## src/rtl/cpu_defs_pkg.sv

```systemverilog
// Shared definitions for the operand read stage: source-select codes and
// default register index / data widths.
package cpu_defs;

    localparam logic [1:0] SEL_RS   = 2'b00;
    localparam logic [1:0] SEL_RT   = 2'b01;
    localparam logic [1:0] SEL_RD   = 2'b10;
    localparam logic [1:0] SEL_ZERO = 2'b11;

    localparam int DEF_AW = 5;
    localparam int DEF_DW = 32;

endpackage

```

## src/rtl/operand_bypass.sv

```systemverilog
// One operand port: register-index select, EX/MEM forwarding and the
// per-port hazard bit. Purely combinational.
module operand_bypass
    import cpu_defs::*;
#(
    parameter int AW = DEF_AW,
    parameter int DW = DEF_DW
) (
    input  logic [1:0]    sel,
    input  logic [AW-1:0] rs,
    input  logic [AW-1:0] rt,
    input  logic [AW-1:0] rd,
    input  logic          ex_wen,
    input  logic          ex_is_load,
    input  logic [AW-1:0] ex_waddr,
    input  logic [DW-1:0] ex_wdata,
    input  logic          mem_wen,
    input  logic          mem_data_ok,
    input  logic [AW-1:0] mem_waddr,
    input  logic [DW-1:0] mem_wdata,
    input  logic [DW-1:0] rf_rdata,
    output logic [AW-1:0] idx,
    output logic [DW-1:0] value,
    output logic          hazard
);

    logic nonzero;
    logic ex_match;
    logic ex_alu_hit;
    logic mem_match;
    logic mem_hit;

    always_comb begin
        idx = '0;
        case (sel)
            SEL_RS:  idx = rs;
            SEL_RT:  idx = rt;
            SEL_RD:  idx = rd;
            default: idx = '0;
        endcase
    end

    assign nonzero    = (idx != '0);
    assign ex_match   = ex_wen && (ex_waddr == idx);
    assign ex_alu_hit = ex_match && !ex_is_load;
    assign mem_match  = mem_wen && (mem_waddr == idx);
    assign mem_hit    = mem_match && mem_data_ok;

    // Register 0 reads as zero and is never forwarded or stalled on.
    always_comb begin
        value = rf_rdata;
        if (!nonzero)
            value = '0;
        else if (ex_alu_hit)
            value = ex_wdata;
        else if (mem_hit)
            value = mem_wdata;
    end

    assign hazard = nonzero &&
                    ((ex_match && ex_is_load) ||
                     (mem_match && !mem_data_ok && !ex_alu_hit));

endmodule

```

## src/rtl/reg_read_stage.sv

```systemverilog
// Decode-to-execute operand stage: NUM_RD forwarded read ports feeding a
// valid/ready ID/EX register with load-use stall and a saturating stall count.
module reg_read_stage
    import cpu_defs::*;
#(
    parameter int NUM_RD = 2,
    parameter int AW     = DEF_AW,
    parameter int DW     = DEF_DW,
    parameter int CNT_W  = 16
) (
    input  logic                 clk,
    input  logic                 resetn,
    input  logic                 id_valid,
    output logic                 id_ready,
    input  logic [AW-1:0]        rs_id,
    input  logic [AW-1:0]        rt_id,
    input  logic [AW-1:0]        rd_id,
    input  logic [2*NUM_RD-1:0]  sel_id,
    output logic [AW*NUM_RD-1:0] rf_raddr,
    input  logic [DW*NUM_RD-1:0] rf_rdata,
    input  logic                 ex_wen,
    input  logic                 ex_is_load,
    input  logic [AW-1:0]        ex_waddr,
    input  logic [DW-1:0]        ex_wdata,
    input  logic                 mem_wen,
    input  logic                 mem_data_ok,
    input  logic [AW-1:0]        mem_waddr,
    input  logic [DW-1:0]        mem_wdata,
    input  logic                 flush,
    input  logic                 ex_ready,
    output logic                 ex_valid,
    output logic [AW*NUM_RD-1:0] ex_raddr,
    output logic [DW*NUM_RD-1:0] ex_op,
    output logic [CNT_W-1:0]     stall_cnt
);

    logic [DW*NUM_RD-1:0] port_val;
    logic [NUM_RD-1:0]    port_haz;
    logic                 hazard;
    logic                 accept;

    logic                 ex_valid_q,  ex_valid_d;
    logic [AW*NUM_RD-1:0] ex_raddr_q,  ex_raddr_d;
    logic [DW*NUM_RD-1:0] ex_op_q,     ex_op_d;
    logic [CNT_W-1:0]     stall_cnt_q, stall_cnt_d;

    for (genvar p = 0; p < NUM_RD; p++) begin : g_port
        operand_bypass #(.AW(AW), .DW(DW)) u_bypass (
            .sel         (sel_id[2*p +: 2]),
            .rs          (rs_id),
            .rt          (rt_id),
            .rd          (rd_id),
            .ex_wen      (ex_wen),
            .ex_is_load  (ex_is_load),
            .ex_waddr    (ex_waddr),
            .ex_wdata    (ex_wdata),
            .mem_wen     (mem_wen),
            .mem_data_ok (mem_data_ok),
            .mem_waddr   (mem_waddr),
            .mem_wdata   (mem_wdata),
            .rf_rdata    (rf_rdata[DW*p +: DW]),
            .idx         (rf_raddr[AW*p +: AW]),
            .value       (port_val[DW*p +: DW]),
            .hazard      (port_haz[p])
        );
    end

    assign hazard   = id_valid && (|port_haz);
    assign id_ready = !hazard && (!ex_valid_q || ex_ready);
    assign accept   = id_valid && id_ready;

    always_comb begin
        ex_valid_d  = ex_valid_q;
        ex_raddr_d  = ex_raddr_q;
        ex_op_d     = ex_op_q;
        stall_cnt_d = stall_cnt_q;

        if (hazard && !flush && (stall_cnt_q != '1))
            stall_cnt_d = stall_cnt_q + CNT_W'(1);

        // A hazard forces !accept, so the bubble comes from the drain branch.
        if (flush) begin
            ex_valid_d = 1'b0;
        end else if (accept) begin
            ex_valid_d = 1'b1;
            ex_raddr_d = rf_raddr;
            ex_op_d    = port_val;
        end else if (ex_ready || !ex_valid_q) begin
            ex_valid_d = 1'b0;
        end
    end

    always_ff @(posedge clk) begin
        if (!resetn) begin
            ex_valid_q  <= 1'b0;
            ex_raddr_q  <= '0;
            ex_op_q     <= '0;
            stall_cnt_q <= '0;
        end else begin
            ex_valid_q  <= ex_valid_d;
            ex_raddr_q  <= ex_raddr_d;
            ex_op_q     <= ex_op_d;
            stall_cnt_q <= stall_cnt_d;
        end
    end

    assign ex_valid  = ex_valid_q;
    assign ex_raddr  = ex_raddr_q;
    assign ex_op     = ex_op_q;
    assign stall_cnt = stall_cnt_q;

endmodule

```

## config.mk

```make
export PLATFORM = sky130hd
export DESIGN_NAME = reg_read_stage
export DESIGN_NICKNAME = d
export VERILOG_FILES = /design/src/rtl/cpu_defs_pkg.sv /design/src/rtl/operand_bypass.sv /design/src/rtl/reg_read_stage.sv
export SDC_FILE = /design/constraint.sdc
export NUM_CORES = 1
export LEC_CHECK = 0
export CORE_ASPECT_RATIO = 2
export CORE_UTILIZATION = 47
export CTS_CLUSTER_SIZE = 16
export DETAILED_ROUTE_END_ITERATION = 10
export PLACE_DENSITY = 0.89
export SLEW_MARGIN = 20
export SYNTH_ARGS = -nofsm -noshare
export SYNTH_HDL_FRONTEND = slang
export SYNTH_SLANG_ARGS = --single-unit
```

## constraint.sdc

```tcl
create_clock -name clk -period 10.22 [get_ports clk]
set_input_delay 3.066 -clock clk [delete_from_list [all_inputs] [get_ports clk]]
set_output_delay 3.066 -clock clk [all_outputs]
set_load 0.05 [all_outputs]
```

==> reports/results.txt <==
core footprint -> 13000 um2
clk root buf -> clkbuf_16
max-cap violations -> 0
final net count -> 1212
port buffer count -> 267
Synth async-reset ratio -> 0%
CTS Buf Count -> 9
Vias/cell -> 5.72
hold-fix buffers at CTS -> 0
vias in the first global route -> 6526
PostCTS Resize Cnt -> 0
WP data required -> 7150 ps
Avg Cell Area, Syn -> 7.64 um2
routed wire length -> 21500 um
Final Power -> 1.03 mW
adder-cell share of the synthesized area -> 0.200%
main combinational cell family by area after synthesis -> simple AND/OR/NAND/NOR gates
fmax -> 102 MHz
nature of the critical path endpoint -> output pin
Final setup viols -> 0
CTS Sinks -> 91
buffer count from post-CTS setup fixing -> 0
final instance area -> 9250 um2
Die Wd -> 83.6 um
FP Rows -> 59
register bit count reported by yosys -> 91
top_reg_cell synth -> dfxtp_1
GRT Util Overall -> 30.0%
most frequent cells in the layout -> clkdlybuf4s50_1, nand2_1, dfxtp_1
Detailed Routing Iterations Pass 1 -> 5
Post-Synth Simple-Gate Area -> 28.2%
Worst Path Arrival -> 6780 ps
shortest period the worst path allows -> 9850 ps
leakage -> 3.81 nW
Fin Clk Skew -> 9.57 ps
synth unique cells -> 52
Die Area -> 13800 um2
Synth area leader -> dfxtp_1
final estimated routing congestion in global placement -> 0.947
xor/xnor cell area share of the yosys netlist -> 0.559%
Final Hold Slack -> 457 ps
CTS tree -> done
antenna cells -> 0
worst-path fanout max -> 20
area growth from synthesis to final layout -> 47.8%
hpwl dp -> 16100 um
count of pins over their slew limit -> 0
cell area after synthesis -> 6260 um2
Iter 0 DRT Violations -> 359
H-Tree Depth -> 3
number of flops mapped to enable cells by yosys -> 0
CP top delay family -> buffers and inverters
clock-pin slew on the worst setup and hold paths -> 60 ps
Crit path largest cell delay -> 950 ps
first-pass GRT wire length -> 32700 um
Layout Utilization -> 71.2%
pin count of the biggest net entering global routing -> 106
Slowest-stage cell, CP -> clkdlybuf4s50_1
die height -> 165 um
Worst-Margin Slew -> 1090 ps
via count -> 6881
CP Launch Type -> input pin
result of the run -> finished clean
Worst-Skew Late Latency -> 340 ps
fin crit share -> 96.4%
post-synthesis compound-gate area fraction -> 21.2%
Final Hold Vio Count -> 0
Post-Syn Nets -> 987
headroom to the max-slew limit -> 27.5%
post-synthesis sequential area ratio -> 29.1%
WS Path Type -> input pin to output pin
Starting Density -> 48.2%
Worst VDD drop -> 0.0912 mV
share of cells above drive strength 1 -> 10.3%
post-synth top area share -> 29.1%
Max clock buf depth -> 2
multiplexer area fraction after synthesis -> 15.5%
synth top area cells -> dfxtp_1, mux2i_1, nand2_1, a31o_2, o21ai_0
worst hold-check path type -> register to register
unrepaired setup endpoints after global routing -> no
antenna viol nets, final -> 0
synthesized instance count -> 820
worst path cell trace -> clkdlybuf4s50_1 -> mux2i_1 -> o21ai_1 -> xor2_1 -> or4b_4 -> mux2i_2 -> nand2_1 -> nand2_1 -> a21oi_1 -> clkdlybuf4s50_1
Pwr Density -> 111 nW/um2
Residual DRC -> 0
GR Overflow Total -> 0
Ports -> 268
initial antenna violation count -> 0
WL/cell -> 17.9 um
most common cell after layout, fill and taps aside -> clkdlybuf4s50_1
placed inst area -> 8950 um2
Synthesis Warnings -> 0
Sum Neg Setup Slack -> 0 ps
CP Buf/Inv Count -> 2
area by class of cell:
cell class / count / area [um2]
timing repair buffer: 281 / 2780
clock inverter: 7 / 80.1
clock buffer: 9 / 225
fill: 1032 / 3740
sequential: 91 / 1820
tap: 152 / 190
inverter: 5 / 18.8
multi-input combinational: 657 / 4140
worst register-to-register path, stage by stage (launching register included):
cell and delay (ps):
dfxtp_1 400, and3_1 280, and3_1 240, nand4_1 120, o31a_1 340, nand3_1 360
a21oi_1 190, mux2i_1 160
synthesized netlist by cell type, types with 7 or more instances:
library cell and number:
a21oi_1 15, clkbuf_1 37, nor2_1 68, nor3_1 10, and3_1 10, nand3_1 19, a31o_2 57, buf_2 19
dfxtp_1 91, o21ai_0 78, nand2_1 160, or3_1 8, and4b_1 12, mux2i_1 80, nand2b_1 23, nor2b_1 34
a31o_1 7, nand4_1 7
kinds of logic after synthesis:
| family | Yosys count |
|---|---|
| compound gates | 192 |
| xor+xnor | 4 |
| fa+ha+maj | 1 |
| buf+inv | 72 |
| flops | 91 |
| mux | 92 |
| simple gates | 368 |
layer usage:
layer	share of wire [%]	vias to the layer above	track usage (%)
met2	53	280	55.8
met1	36	3149	29.9
met4	6.4	0	19.8
li1	-	3372	-
met3	5.3	80	5.82
met5	0	-	0
power by group:
group	internal, mW	switching, mW	leakage (nW)
logic	0.135	0.170	2.92
registers	0.370	0.00824	0.741
clock network	0.194	0.148	0.149
sequential cells by signal, summed over array words and instances, names as in the netlist:
| register | flops |
|---|---|
| ex_op | 64 |
| stall_cnt | 16 |
| ex_raddr | 10 |
| ex_valid | 1 |
path summary, 6_finish.rpt:
kind	startpoint	endpoint	slack [ps]	cells past startpoint
setup / recovery	sel_id[2]	id_ready	370	10
hold / removal	ex_raddr[7]	ex_raddr[7]	460	2
setup reg to reg	stall_cnt[2]	stall_cnt[3]	8020	7
hold reg to reg	ex_raddr[7]	ex_raddr[7]	460	2
stage by stage:
stage | std cells | setup slack [ps]
3_3_place_gp | 1186 | 464
2_1_floorplan | 820 | 1040
6_report | 1202 | 373
5_1_grt | 1202 | 212
4_1_cts | 1202 | 413
3_5_place_dp | 1186 | 412
(Power assumes the default switching activity.)
